==> config.mk <==
export PLATFORM = sky130hd
export DESIGN_NAME = pipeline_flush_ctrl
export DESIGN_NICKNAME = d
export VERILOG_FILES = /design/src/rtl/pipe_ctrl_pkg.sv /design/src/rtl/stall_down_counter.sv /design/src/rtl/pipeline_flush_ctrl.sv
export SDC_FILE = /design/constraint.sdc
export NUM_CORES = 1
export LEC_CHECK = 0
export BUFFER_PORTS_ARGS = -buffer_cell sky130_fd_sc_hd__buf_4
export CAP_MARGIN = 20
export CORE_MARGIN = 5
export CORE_UTILIZATION = 40
export DETAILED_ROUTE_END_ITERATION = 8
export PLACE_DENSITY = 0.86
export SETUP_SLACK_MARGIN = 0.5
export SYNTH_ARGS = -nofsm -noshare
export SYNTH_HDL_FRONTEND = slang
export SYNTH_SLANG_ARGS = --single-unit
==> constraint.sdc <==
create_clock -name CLK -period 2.24 [get_ports CLK]
set_clock_uncertainty 0.15 [all_clocks]
set_input_delay 0.112 -clock CLK [delete_from_list [all_inputs] [get_ports CLK]]
set_output_delay 0.112 -clock CLK [all_outputs]
set_load 0.01 [all_outputs]
==> src/rtl/pipe_ctrl_pkg.sv <==
// Shared FSM state type, pipeline register indices and helpers for pipeline_flush_ctrl.
package pipe_ctrl_pkg;

    typedef enum logic [1:0] {
        IDLE     = 2'd0,
        LU_STALL = 2'd1,
        MD_STALL = 2'd2
    } state_e;

    localparam int unsigned PREG_IFID  = 0;
    localparam int unsigned PREG_IDEX  = 1;
    localparam int unsigned PREG_EXMEM = 2;
    localparam int unsigned PREG_MEMWB = 3;

    function automatic int unsigned max_u(input int unsigned a, input int unsigned b);
        return (a > b) ? a : b;
    endfunction

endpackage

==> src/rtl/stall_down_counter.sv <==
// Loadable down-counter that saturates at zero and flags the zero and one counts.
module stall_down_counter #(
    parameter int unsigned WIDTH = 3
) (
    input  logic             clk,
    input  logic             rst_n,
    input  logic             load,
    input  logic             dec,
    input  logic [WIDTH-1:0] load_val,
    output logic             is_zero,
    output logic             is_one
);

    logic [WIDTH-1:0] cnt_q;

    always_ff @(posedge clk or negedge rst_n) begin
        if (!rst_n) begin
            cnt_q <= '0;
        end else if (load) begin
            cnt_q <= load_val;
        end else if (dec && (cnt_q != '0)) begin
            cnt_q <= cnt_q - WIDTH'(1);
        end
    end

    assign is_zero = (cnt_q == '0);
    assign is_one  = (cnt_q == WIDTH'(1));

endmodule

==> src/rtl/pipeline_flush_ctrl.sv <==
// Stall/flush controller for the in-order pipeline: trap > branch > mul/div > load-use.
// Optional perf counters are built when PFLUSH_PERF_EN is defined.
module pipeline_flush_ctrl
    import pipe_ctrl_pkg::*;
#(
    parameter int unsigned NUM_PREGS  = 4,
    parameter int unsigned BJ_STAGE   = 2,
    parameter int unsigned LU_BUBBLES = 1,
    parameter int unsigned MD_LATENCY = 4
) (
    input  logic                 CLK,
    input  logic                 RESET_N,
    input  logic                 SIG_HAZARDS_D,
    input  logic                 SIG_BJ,
    input  logic                 SIG_MD_START,
    input  logic                 SIG_TRAP,
    output logic                 PC_STALL,
    output logic [NUM_PREGS-1:0] P_STALL,
    output logic [NUM_PREGS-1:0] P_FLUSH,
    output logic                 BUSY,
    output logic [31:0]          PERF_STALLS,
    output logic [31:0]          PERF_FLUSHES
);

    localparam int unsigned CNT_MAX = max_u(LU_BUBBLES, MD_LATENCY);
    localparam int unsigned CNT_W   = $clog2(CNT_MAX) + 1;

    localparam logic [CNT_W-1:0] MD_LOAD = CNT_W'(MD_LATENCY - 2);
    localparam logic [CNT_W-1:0] LU_LOAD = CNT_W'(LU_BUBBLES - 1);

    localparam logic [NUM_PREGS-1:0] BJ_MASK    = NUM_PREGS'((1 << BJ_STAGE) - 1);
    localparam logic [NUM_PREGS-1:0] LU_STALL_V = NUM_PREGS'(1 << PREG_IFID);
    localparam logic [NUM_PREGS-1:0] LU_FLUSH_V = NUM_PREGS'(1 << PREG_IDEX);
    localparam logic [NUM_PREGS-1:0] MD_STALL_V = NUM_PREGS'((1 << PREG_IFID) | (1 << PREG_IDEX));
    localparam logic [NUM_PREGS-1:0] MD_FLUSH_V = NUM_PREGS'(1 << PREG_EXMEM);

    state_e               state_q;
    state_e               state_d;
    logic                 cnt_load;
    logic                 cnt_dec;
    logic [CNT_W-1:0]     cnt_load_val;
    logic                 cnt_zero;
    logic                 cnt_one;
    logic                 pc_stall_c;
    logic [NUM_PREGS-1:0] p_stall_c;
    logic [NUM_PREGS-1:0] p_flush_c;

    stall_down_counter #(
        .WIDTH (CNT_W)
    ) u_cnt (
        .clk      (CLK),
        .rst_n    (RESET_N),
        .load     (cnt_load),
        .dec      (cnt_dec),
        .load_val (cnt_load_val),
        .is_zero  (cnt_zero),
        .is_one   (cnt_one)
    );

    always_ff @(posedge CLK or negedge RESET_N) begin
        if (!RESET_N) begin
            state_q <= IDLE;
        end else begin
            state_q <= state_d;
        end
    end

    // Next state, counter control and Mealy stall/flush decode.
    always_comb begin
        state_d      = state_q;
        cnt_load     = 1'b0;
        cnt_dec      = 1'b0;
        cnt_load_val = '0;
        pc_stall_c   = 1'b0;
        p_stall_c    = '0;
        p_flush_c    = '0;

        if (SIG_TRAP) begin
            p_flush_c = '1;
            state_d   = IDLE;
            cnt_load  = 1'b1;
        end else if (SIG_BJ && (state_q != MD_STALL)) begin
            p_flush_c = BJ_MASK;
            state_d   = IDLE;
            cnt_load  = 1'b1;
        end else begin
            case (state_q)
                MD_STALL: begin
                    pc_stall_c = 1'b1;
                    p_stall_c  = MD_STALL_V;
                    p_flush_c  = MD_FLUSH_V;
                    cnt_dec    = 1'b1;
                    if (cnt_one || cnt_zero) begin
                        state_d = IDLE;
                    end
                end
                LU_STALL: begin
                    pc_stall_c = 1'b1;
                    p_stall_c  = LU_STALL_V;
                    p_flush_c  = LU_FLUSH_V;
                    cnt_dec    = 1'b1;
                    if (cnt_one || cnt_zero) begin
                        state_d = IDLE;
                    end
                end
                default: begin
                    if (SIG_MD_START) begin
                        pc_stall_c   = 1'b1;
                        p_stall_c    = MD_STALL_V;
                        p_flush_c    = MD_FLUSH_V;
                        cnt_load     = 1'b1;
                        cnt_load_val = MD_LOAD;
                        state_d      = (MD_LATENCY > 2) ? MD_STALL : IDLE;
                    end else if (SIG_HAZARDS_D) begin
                        pc_stall_c = 1'b1;
                        p_stall_c  = LU_STALL_V;
                        p_flush_c  = LU_FLUSH_V;
                        if (LU_BUBBLES > 1) begin
                            cnt_load     = 1'b1;
                            cnt_load_val = LU_LOAD;
                            state_d      = LU_STALL;
                        end
                    end
                end
            endcase
        end
    end

    // Reset forces outputs low immediately; a flushed register is never also held.
    assign PC_STALL = RESET_N & pc_stall_c;
    assign P_STALL  = {NUM_PREGS{RESET_N}} & p_stall_c & ~p_flush_c;
    assign P_FLUSH  = {NUM_PREGS{RESET_N}} & p_flush_c;
    assign BUSY     = (state_q != IDLE);

`ifdef PFLUSH_PERF_EN
    logic [31:0] perf_stalls_q;
    logic [31:0] perf_flushes_q;

    always_ff @(posedge CLK or negedge RESET_N) begin
        if (!RESET_N) begin
            perf_stalls_q  <= 32'd0;
            perf_flushes_q <= 32'd0;
        end else begin
            if (PC_STALL) begin
                perf_stalls_q <= perf_stalls_q + 32'd1;
            end
            if (|P_FLUSH) begin
                perf_flushes_q <= perf_flushes_q + 32'd1;
            end
        end
    end

    assign PERF_STALLS  = perf_stalls_q;
    assign PERF_FLUSHES = perf_flushes_q;
`else
    assign PERF_STALLS  = 32'd0;
    assign PERF_FLUSHES = 32'd0;
`endif

endmodule
* Word level (Yosys, flattened, before mapping)
Cells that the tools add are included.
** Storage, ports and cells
- Register bits after elaboration :: 5
- Logic and storage cells :: 56
** Cells by class
- Reductions and logical operators :: 10
- Bitwise gates (word level) :: 5
- Equality and inequality tests :: 5
- Add/sub/neg operators :: 1
- Muxes and demuxes :: 33
** Operator list (count)
- 2-to-1 mux 2 bit :: 13
- 2-to-1 mux 1 bit :: 13
- AND 4 bit :: 3
- 2-to-1 mux 3 bit :: 4
- case mux 3 bit (2 select lines) :: 1
- 2-to-1 mux 4 bit :: 1
- != test 4 x 1 -> 1 bit (second input constant) :: 1
- inverter 4 bit :: 1
- case mux 2 bit (2 select lines) :: 1
- nonzero test 2 bit :: 2
- nonzero test 4 bit :: 1
- == test 3 x 1 -> 1 bit (second input constant) :: 1
- zero test 3 bit :: 1
- nonzero test 3 bit :: 1
- subtractor 3 x 1 -> 3 bit (second input constant) :: 1
- == test 2 x 1 -> 1 bit (second input constant) :: 1
- == test 2 bit (second input constant) :: 1
- logical AND 1 bit :: 2
- != test 2 bit (second input constant) :: 1
- AND reduction 2 bit :: 1
- OR reduction 2 bit :: 1
- AND 1 bit :: 1
- logical OR 1 bit :: 1

* Logic depth before layout (Yosys ltp)
Gate-level depths: netlist (run 1).
- Word-level depth :: 8
- Mapped depth :: 5

* Cells and area by module
A second synthesis (run 1) with hierarchy kept.
** Second synthesis, totals
- Cells, all modules :: 114
- Area total of the unflattened synthesis :: 883.3 um^2
** Modules (own cells, without submodules)
- pipeline_flush_ctrl :: area an instance 658.1 um^2, seq. area each 25.0 um^2, instances 1, cells an instance 89
- stall_down_counter :: area an instance 225.2 um^2, seq. area each 75.1 um^2, instances 1, cells an instance 25

* Worst setup path before layout (run 1)
Ideal clock, no wire load.
- Kind :: flip-flop to flip-flop
- From :: register u_cnt.cnt_q[0]
- To :: register u_cnt.cnt_q[0]
- Data required time :: 1.989 ns
- Data arrival time :: 1.094 ns
- Path slack :: 0.895 ns
- Stages on the path, launching flop included :: 6
- Path buffers :: 0
- Period minus slack after synthesis :: 1.345 ns
- Cell sequence :: dfrtp_1 -> inv_1 -> ha_1 -> nand2b_4 -> and3_1 -> nor4_1
** On the way
- Longest elaborated chain between the ends :: 3
- Elaborated cells between the ends (all ways) :: 6
** RTL lines
- from (decl) :: RTL line stall_down_counter.sv:14 : logic [WIDTH-1:0] cnt_q;
- from (signal assigned) :: RTL line stall_down_counter.sv:20 : cnt_q <= load_val;
- from (signal assigned) :: RTL line stall_down_counter.sv:22 : cnt_q <= cnt_q - WIDTH'(1);
- subtractor 3 x 1 -> 3 bit / nonzero test 3 bit (equally long branches) :: RTL line stall_down_counter.sv:22, stall_down_counter.sv:21
- 2-to-1 mux 3 bit / logical AND 1 bit (equally long branches) :: RTL line stall_down_counter.sv:21 : end else if (dec && (cnt_q != '0)) begin
- 2-to-1 mux 3 bit / nonzero test 2 bit (equally long branches)
Parallel ways exist; a longest one is shown, timed or not. The select of a mux whose other input is x is not followed.
A chain may end at the register's enable or synchronous reset.

* Worst setup path in the final report (run 1)
- From :: input port SIG_TRAP
- To :: output port P_FLUSH[1]
** On the way
- Longest elaborated chain between the ends :: 2
** RTL lines
- from (decl) :: RTL line pipeline_flush_ctrl.sv:16 : input logic SIG_TRAP,
- 2-to-1 mux 4 bit :: RTL line pipeline_flush_ctrl.sv:78 : if (SIG_TRAP) begin
- AND 4 bit :: RTL line pipeline_flush_ctrl.sv:132 : assign P_FLUSH = {NUM_PREGS{RESET_N}} & p_flush_c;
- to (decl) :: RTL line pipeline_flush_ctrl.sv:19 : output logic [NUM_PREGS-1:0] P_FLUSH,
Every way passes these cells.

==> impl_metrics.env, run 1 <==
export IMPL_fin_crit_sh_pct=72.94
export IMPL_areaGrowthSynthToFinish_pct=-10.33
export IMPL_stdcell_count=154
export IMPL_power_w=0.0002948
export IMPL_vias=546
export IMPL_grt_pass1_wl_mm=1.925
export IMPL_place_congestion=0.7721
export IMPL_crit_path_start_kind="input pin"
export IMPL_cp_common_cell="buf_4"
export IMPL_ys_types=23
export IMPL_crit_chain="dlygate4sd3_1 > buf_4 > inv_1 > o21ai_2 > o21a_1 > buf_4"
export IMPL_syn_avg_cell_area_um2=7.744
export IMPL_synthArstFlopShare_pct=100.0
export IMPL_whs_ps=41.57
export IMPL_die_width_um=56.36
export IMPL_fill_cells=225
export IMPL_cts_root_buf="clkbuf_4"
export IMPL_synth_seq_area_share_pct=11.64
export IMPL_start_util_pct=42.94
export IMPL_synth_area_um2=859.6
export IMPL_ant_nets=0
export IMPL_critical_path_class="input pin to primary output"
export IMPL_dieArea_um2=3176
export IMPL_antenna_found_initial=0
export IMPL_hold_path_class="input pin to flip-flop"
export IMPL_yosys_area_top_type="buf_4"
export IMPL_dp_final_hpwl_mm=1.166
export IMPL_multi_input_area_um2=474.2
export IMPL_timing_setup_tns_ps=0
export IMPL_syn_inst=111
export IMPL_grt_pass1_vias=464
export IMPL_ir_drop_mv=0.1873
export IMPL_post_drt_wl_per_cell_um=8.968
export IMPL_rows=16
export IMPL_cts_buffers=3
export IMPL_path_buf_inv=4
export IMPL_wl_mm=1.381
export IMPL_rsz0062_at_grt="no"
export IMPL_synth_edf_count=0
export IMPL_overflow=0
export IMPL_via_per_inst=3.545
export IMPL_clock_sinks=4
export IMPL_ys_flop_type="dfrtp_1"
export IMPL_portBuffers=13
export IMPL_clock_latency_ps=240
export IMPL_post_synth_top_count_cell="buf_4"
export IMPL_yosysWarnings=0
export IMPL_dpl_worst_slack_ps=778.9
export IMPL_cp_required_ps=1980
export IMPL_crit_slowest_cell="dlygate4sd3_1"
export IMPL_ys_ff_latch=4
export IMPL_htreeDepth=1
export IMPL_core_area_um2=2002
export IMPL_grt_max_degree=12
export IMPL_regArea_um2=100.1
export IMPL_final_min_clock_period_ps=1634
export IMPL_die_h_um=56.36
export IMPL_cp_end_kind="primary output"
export IMPL_finalMaxSlewViolations=0
export IMPL_drt_iter0_markers=6
export IMPL_dr_pass1_iters=3
export IMPL_ys_top_cells_by_count="66 x buf_4, 7 x nor2_1, 6 x inv_1, 4 x a21oi_1, 4 x dfrtp_1"
export IMPL_n_antenna_cell=0
export IMPL_crit_fanout=7
export IMPL_max_freq_mhz=612.0
export IMPL_netlist_area_leader_share_pct=57.64
export IMPL_worst_ep_arrival_time_ps=1370
export IMPL_cts_resized_gates=0
export IMPL_maxCapViolations=0
export IMPL_layout_setup_ws_ps=606.1
export IMPL_slowest_delay_ps=530
export IMPL_drc_errors=0
export IMPL_cp_top_family="buffers and inverters"
export IMPL_synthTopCellsByArea="buf_4 58%, dfrtp_1 12%, ha_1 4.4%, nor2_1 3.1%, inv_1 2.6%"
export IMPL_status="complete, no violations"
export IMPL_drive_gt1_share_pct=14.96
export IMPL_grt_util_all_layers_pct=8.062
export IMPL_p_per_area_nw_per_um2=382.5
export IMPL_post_place_cells=149
export IMPL_ios=80
export IMPL_cts_path_max_buffers=2
export IMPL_postCtsSetupBuffers=0
export IMPL_path_clk_slew_ps=40
export IMPL_leakagePower_nw=0.4588
export IMPL_hold_viol_final=0
export IMPL_cts_tree="yes"
export IMPL_cts_hold_buf=2
export IMPL_setup_violations=0
export IMPL_nets=138
## layout make-up
class                   instances  area share [%]
inverters                       6           2.922
well taps                      27           4.383
repair buffers                 15           15.26
flip-flops and latches          4           12.99
multi-input cells              99           61.53
clock buffers                   3           2.922
## final timing paths
path	slack (ps)	cells past startpoint	to	from
min in group asynchronous	70	2	u_cnt.cnt_q[0]	RESET_N
worst max-delay path	610	6	P_FLUSH[1]	SIG_TRAP
worst min-delay path	40	4	u_cnt.cnt_q[0]	SIG_BJ
worst min register to register	470	2	u_cnt.cnt_q[0]	u_cnt.cnt_q[0]
worst max register to register	780	5	u_cnt.cnt_q[0]	u_cnt.cnt_q[1]
max in group asynchronous	1740	2	state_q[1]	RESET_N
## worst reg2reg max path: stages, from the launching register on
cell and delay, ps:
dfrtp_1 380, inv_1 100, ha_1 250, nand2b_4 70, and3_1 180, nor4_1 230
## layout by cell type, fill, tap and decap left out, types with 2 or more instances in the layout
cell type	count
buf_4	13
nand2_1	2
dfrtp_1	4
clkbuf_4	3
conb_1	66
inv_1	6
nor3_1	2
ha_1	3
and3_1	2
nor2_1	7
o32ai_1	2
a21oi_1	4
dlygate4sd3_1	2
## power by group
group	total [W]	internal [W]	switching, W	leakage [nW]
combinational	0.000122	0.0000351	0.0000865	0.391
sequential	0.0000811	0.0000759	0.00000525	0.0544
clock	0.0000921	0.0000601	0.0000320	0.0138
total	0.000295	0.000171	0.000124	0.459
## through the flow
step           instance area (um^2)  utilization, %
6_report                      770.7           38.50
5_1_grt                       770.7           38.50
4_1_cts                       770.7           38.50
3_5_place_dp                  728.2           36.38
3_3_place_gp                  728.2           36.38
2_1_floorplan                  1104               -
## cell families after synthesis
kind of cell | synth area share, %
AO/OA/AOI/OAI | 9.172
AND/OR/NAND/NOR | 12.81
flip-flops | 11.65
buffers and inverters | 61.57
other | 0.4363
adder cells (fa/ha/maj) | 4.367
## flip-flops by register name, summed over array words and instances, names as in the netlist
signal,cells
u_cnt.cnt_q,3
state_q,1
## routing by layer
layer | vias up | GRT usage [%] | part of all wire, %
met2 | 50 | 13.86 | 49
met5 | - | 0 | 0
met4 | 0 | 7.119 | 3.1
li1 | 254 | - | -
met1 | 237 | 6.667 | 31
met3 | 5 | 4.128 | 17
No activity file was read; power rests on OpenSTA's default activity.
==> run 2, diff against run 1 <==
ABC_AREA = 1   (was unset)
CORE_UTILIZATION = 37   (was 40)
PLACE_DENSITY = 0.81   (was 0.86)
clock period = 1.55 ns   (was 2.24 ns; I/O delays follow)
==> run 2 against run 1 <==
Clock-buffer cell count did not move. Largest power group unchanged. Worst setup slack got worse by 430 ps. Hold slack got worse by 4.2 ps.
==> impl_metrics.env, run 2 <==
export IMPL_synthTopCellsByArea="buf_4 58%, dfrtp_1 12%, nand2_1 5.8%, ha_1 4.4%, inv_1 4.4%"
export IMPL_min_path_cells=4
export IMPL_overflow=0
export IMPL_critical_path_class="flip-flop to primary output"
export IMPL_die_width_um=57.88
export IMPL_largest_reg_flops=3
export IMPL_crit_chain="inv_2 > nand2_2 > o21ai_2 > nor3_2 > buf_4"
export IMPL_rows=17
export IMPL_largest_register="u_cnt.cnt_q"
export IMPL_whs_ps=37.34
export IMPL_cp_end_kind="primary output"
export IMPL_ys_types=16
export IMPL_place_congestion=0.7766
export IMPL_r2r_cells=8
export IMPL_cts_path_max_buffers=2
export IMPL_path_buf_inv=2
export IMPL_maxCapViolations=0
export IMPL_vias=574
export IMPL_cts_root_buf="clkbuf_4"
export IMPL_ios=80
export IMPL_crit_fanout=4
export IMPL_grt_pass1_wl_mm=1.800
export IMPL_dr_pass1_iters=2
export IMPL_path_depth=5
export IMPL_wl_mm=1.423
export IMPL_max_freq_mhz=727.4
export IMPL_start_util_pct=38.72
export IMPL_cts_tree="yes"
export IMPL_clock_sinks=4
export IMPL_crit_path_start_kind="flip-flop"
export IMPL_syn_avg_cell_area_um2=7.069
export IMPL_areaGrowthSynthToFinish_pct=3.392
export IMPL_hold_path_class="input pin to flip-flop"
export IMPL_grt_max_degree=7
export IMPL_netlist_area_leader_share_pct=58.41
export IMPL_core_area_um2=2191
export IMPL_critPathLaunch="state_q[1]"
export IMPL_finalMaxSlewViolations=0
export IMPL_final_cell_mix="66 x conb_1, 17 x buf_4, 10 x nand2_1, 6 x inv_1"
export IMPL_utilization_pct=40.03
export IMPL_top_regs="u_cnt.cnt_q: 3 flops, state_q: 1 flops"
export IMPL_cts_buffers=3
export IMPL_synth_seq_area_share_pct=11.80
export IMPL_via_per_inst=3.417
export IMPL_cp_required_ps=1320
export IMPL_grt_pass1_vias=464
export IMPL_rrSetupSlack_ps=260
export IMPL_n_antenna_cell=0
export IMPL_cp_top_family="flip-flops"
export IMPL_htreeDepth=1
export IMPL_antenna_found_initial=0
export IMPL_nets=151
export IMPL_clock_latency_ps=230
export IMPL_dp_final_hpwl_mm=1.217
export IMPL_synth_edf_count=0
export IMPL_drc_errors=0
export IMPL_syn_inst=120
export IMPL_rsz0062_at_grt="yes"
export IMPL_drive_gt1_share_pct=31.43
export IMPL_synthArstFlopShare_pct=100.0
export IMPL_final_min_clock_period_ps=1375
export IMPL_setup_violations=0
export IMPL_ys_top_cells_by_count="66 x buf_4, 13 x nand2_1, 10 x inv_1, 7 x nand3_1, 4 x dfrtp_1"
export IMPL_p_per_area_nw_per_um2=492.9
export IMPL_portBuffers=13
export IMPL_post_drt_wl_per_cell_um=8.470
export IMPL_worstReg2RegStart="state_q[1]"
export IMPL_yosys_area_top_type="buf_4"
export IMPL_grt_util_all_layers_pct=6.901
export IMPL_drt_iter0_markers=2
export IMPL_crit_slowest_cell="dfrtp_1"
export IMPL_fin_crit_sh_pct=88.69
export IMPL_die_h_um=57.88
export IMPL_yosysWarnings=0
export IMPL_worst_ep_arrival_time_ps=1150
export IMPL_status="complete, no violations"
export IMPL_slowest_delay_ps=380
export IMPL_ir_drop_mv=0.2643
export IMPL_ys_ff_latch=4
export IMPL_final_common_cell="conb_1"
export IMPL_leakagePower_nw=0.5461
export IMPL_holdCritStartpoint="SIG_BJ"
export IMPL_post_synth_top_count_cell="buf_4"
export IMPL_hold_viol_final=0
export IMPL_ys_flop_type="dfrtp_1"
export IMPL_timing_setup_tns_ps=0
export IMPL_dieArea_um2=3350
export IMPL_synth_area_um2=848.3
export IMPL_path_clk_slew_ps=30
export IMPL_ant_nets=0
[run 2: stage by stage]
| stage | total power [W] | cell area [um^2] | instances | worst slack (ps) |
|---|---|---|---|---|
| global route | 0.0004743 | 877.1 | 168 | 102.9 |
| finish | 0.0004323 | 877.1 | 168 | 175.3 |
| floorplan | 0.0003658 | 1136 | 185 | 411.7 |
| detailed placement | 0.0002858 | 773.2 | 160 | 331.6 |
| CTS | 0.0004281 | 842.1 | 166 | 158.5 |
| global placement | 0.0002827 | 773.2 | 160 | 360.8 |
[run 2: layer usage]
layer	GRT usage [%]	vias to the layer above	wire length (um)
met5	0	-	0
met4	2.980	0	0
met3	3.341	0	276
met2	12.10	48	746
met1	6.897	255	400
li1	-	271	-
[run 2: kinds of logic (layout without fill, tap and decap cells)]
kind of cell	Yosys count	count (layout)	synth area share, %
AO/OA/AOI/OAI	3	3	1.769
adder cells (fa/ha/maj)	3	3	4.425
buffers and inverters	78	33	63.72
AND/OR/NAND/NOR	30	30	16.81
XOR/XNOR	1	1	1.033
flip-flops	4	4	11.80
other	1	66	0.4421
[run 2: final timing paths]
check                                 endpoint
min in group asynchronous       u_cnt.cnt_q[0]
worst max register to register  u_cnt.cnt_q[2]
max in group asynchronous           state_q[1]
worst min-delay path                state_q[1]
worst max-delay path                  PC_STALL
worst min register to register  u_cnt.cnt_q[1]
[run 2: area by class of cell]
class | instances | area, um^2
clock buffer | 3 | 22.52
fill | 230 | 1314
inverter | 12 | 50.05
multi-input combinational | 103 | 531.8
sequential | 4 | 100.1
tap | 28 | 35.03
timing repair buffer | 18 | 137.6
[run 2: where the power goes]
group	internal [W]	switching, W
logic	0.0000561	0.000142
clock network	0.0000861	0.0000363
registers	0.000109	0.00000287
[run 2: timing repair]
action / CTS / global route
buffers inserted: 3 / 1
resized for setup: 6 / 5
hold endpoints to repair: 4 / 4
pin swaps: 6 / 5
gates cloned: 0 / 0
endpoints found under the setup margin: 10 / 11
[run 2: tightest hold or removal path, stage by stage]
cell and delay [ps]:
buf_4 90, nand2_4 70, nand3_1 80, nand2_1 50
==> run 3, diff against run 2 <==
CORE_UTILIZATION = 38   (was 37)
SYNTH_HIERARCHICAL = 1   (was unset)
==> run 3 against run 2 <==
The flow now finishes with violations (negative hold slack). Worst setup slack improved by 1.6 ps. Final cell count grew 10%. Sequential power rose by 18%.
==> impl_metrics.env, run 3 <==
export IMPL_status="complete, but fails checks"
export IMPL_violations="negative hold slack"
export IMPL_wl_mm=1.601
export IMPL_hold_viol_final=1
export IMPL_grt_pass1_wl_mm=2.042
export IMPL_ys_types=17
export IMPL_route_met3_wl_um=332
export IMPL_cts_tree="yes"
export IMPL_drt_iter0_markers=6
export IMPL_synth_area_um2=898.4
export IMPL_wl_met1_um=429
export IMPL_final_common_cell="conb_1"
export IMPL_dp_final_hpwl_mm=1.213
export IMPL_leakagePower_nw=0.5931
export IMPL_hold_path_class="input pin to flip-flop"
export IMPL_yosysWarnings=6
export IMPL_synthTopCellsByArea="buf_4 55%, dfrtp_1 11%, nand2_1 7.5%, inv_1 4.6%, ha_1 4.2%"
export IMPL_synth_adder_area_share_pct=4.178
export IMPL_ios=80
export IMPL_ys_top_cells_by_count="66 x buf_4, 18 x nand2_1, 11 x inv_1, 7 x nor2_1, 6 x nand3_1"
export IMPL_cp_required_ps=1520
export IMPL_grt_util_all_layers_pct=7.890
export IMPL_start_util_pct=40.22
export IMPL_yosys_area_share_simple_pct=20.75
export IMPL_timing_setup_tns_ps=0
export IMPL_final_cell_mix="68 x conb_1, 20 x buf_4, 15 x nand2_1, 7 x inv_1"
export IMPL_yosys_area_top_type="buf_4"
export IMPL_synth_seq_area_share_pct=11.14
export IMPL_dr_pass1_iters=2
export IMPL_die_h_um=58.62
export IMPL_critical_path_class="flip-flop to flip-flop"
export IMPL_cp_end_kind="flip-flop"
export IMPL_post_drt_wl_per_cell_um=8.654
export IMPL_syn_avg_cell_area_um2=6.910
export IMPL_maxCapViolations=0
export IMPL_top_layer="met4"
export IMPL_cts_root_buf="clkbuf_4"
export IMPL_drive_gt1_share_pct=30.57
export IMPL_cts_hold_buf=1
export IMPL_crit_fanout=5
export IMPL_synth_top_family_by_area="buffers and inverters"
export IMPL_post_synth_top_count_cell="buf_4"
export IMPL_cp_common_cell="nand2_1"
export IMPL_setup_violations=0
export IMPL_rows=17
export IMPL_grt_max_degree=7
export IMPL_antenna_found_initial=0
export IMPL_top_regs="u_cnt/cnt_q: 3 flops, state_q: 1 flops"
export IMPL_fin_crit_sh_pct=88.59
export IMPL_max_freq_mhz=728.3
export IMPL_cts_buffers=3
export IMPL_n_antenna_cell=0
export IMPL_p_per_area_nw_per_um2=569.1
export IMPL_dpl_worst_slack_ps=36.97
export IMPL_die_width_um=58.62
export IMPL_ir_drop_mv=0.3597
export IMPL_netlist_area_leader_share_pct=55.15
export IMPL_areaGrowthSynthToFinish_pct=4.457
export IMPL_rsz0062_at_grt="yes"
export IMPL_core_area_um2=2233
export IMPL_ys_ff_latch=4
export IMPL_path_buf_inv=2
export IMPL_dieArea_um2=3436
export IMPL_crit_chain="inv_2 > nand2_4 > o211ai_1 > buf_4 > o21ai_2 > nand2_1 > nand2_1"
export IMPL_synthMuxAreaShare_pct=0
export IMPL_clock_sinks=4
export IMPL_syn_inst=130
export IMPL_largest_register="u_cnt/cnt_q"
export IMPL_via_per_inst=3.449
export IMPL_grt_pass1_vias=475
export IMPL_finalMaxSlewViolations=0
export IMPL_portBuffers=13
export IMPL_cts_path_max_buffers=2
export IMPL_crit_path_start_kind="flip-flop"
export IMPL_ant_nets=0
export IMPL_path_clk_slew_ps=40
export IMPL_htreeDepth=1
export IMPL_wl_met2_um=816
export IMPL_cp_top_family="flip-flops"
export IMPL_nets=168
export IMPL_layout_setup_ws_ps=176.9
export IMPL_drc_errors=0
export IMPL_worst_ep_arrival_time_ps=1340
export IMPL_vias=638
export IMPL_synthXorXnorAreaFrac_pct=0
export IMPL_overflow=0
export IMPL_crit_slowest_cell="dfrtp_1"
export IMPL_ys_flop_type="dfrtp_1"
export IMPL_synth_compound_area_share_pct=2.925
export IMPL_whs_ps=-18.93
export IMPL_clock_latency_ps=240
export IMPL_slowest_delay_ps=390
export IMPL_utilization_pct=42.02
export IMPL_synthArstFlopShare_pct=100.0
export IMPL_largest_reg_flops=3
export IMPL_rrSetupSlack_ps=180
export IMPL_synth_edf_count=0
export IMPL_place_congestion=0.8268
export IMPL_final_min_clock_period_ps=1373
-- run 3: layout make-up --
cell class,count,area [um^2]
clock buffers,3,22.52
fillers,245,1295
inverters,13,48.80
multi-input cells,114,549.3
flip-flops and latches,4,100.1
well taps,28,35.03
repair buffers,23,182.7
-- run 3: repair_timing --
| action | 4_1_cts | 5_1_grt |
|---|---|---|
| hold endpoints to repair | 5 | 1 |
| resized for setup | 9 | 8 |
| setup buffers | 7 | 2 |
| endpoints found under the setup margin | 10 | 10 |
| pin swaps | 12 | 4 |
-- run 3: report_power, final --
part           switching [W]  leakage, nW  total, W  internal, W
Sequential         0.0000150       0.0506  0.000132     0.000117
Combinational       0.000177        0.529  0.000272    0.0000953
Clock              0.0000438       0.0138  0.000130    0.0000867
-- run 3: worst min-delay path: stages --
cell and delay, ps:
buf_4 80, nand3_1 100, nand2_1 80
-- run 3: final timing paths --
| path | startpoint | endpoint | cells past startpoint |
|---|---|---|---|
| max in group asynchronous | RESET_N | u_cnt/cnt_q[2] | 2 |
| hold reg to reg | u_cnt/cnt_q[1] | u_cnt/cnt_q[1] | 2 |
| setup reg to reg | state_q[1] | u_cnt/cnt_q[1] | 7 |
| min in group asynchronous | RESET_N | u_cnt/cnt_q[0] | 2 |
| setup / recovery | state_q[1] | u_cnt/cnt_q[1] | 7 |
| hold / removal | SIG_MD_START | state_q[1] | 3 |
-- run 3: through the flow --
step / cell area, um^2 / total power [W] / std cells
floorplan: 1152 / 0.0004081 / 197
global placement: 789.5 / 0.0003328 / 172
detailed placement: 789.5 / 0.0003364 / 172
CTS: 902.1 / 0.0005151 / 183
global route: 938.4 / 0.0005888 / 185
finish: 938.4 / 0.0005340 / 185
-- run 3: cell families after synthesis --
group,count (synthesis)
other,1
AND/OR/NAND/NOR,39
AO/OA/AOI/OAI,4
buffers and inverters,79
flip-flops,4
adder cells (fa/ha/maj),3
-- run 3: layer usage --
layer,vias to the layer above,global-route usage [%]
met5,-,0
met4,0,1.942
met3,2,5.482
met2,49,13.24
met1,271,7.995
li1,316,-
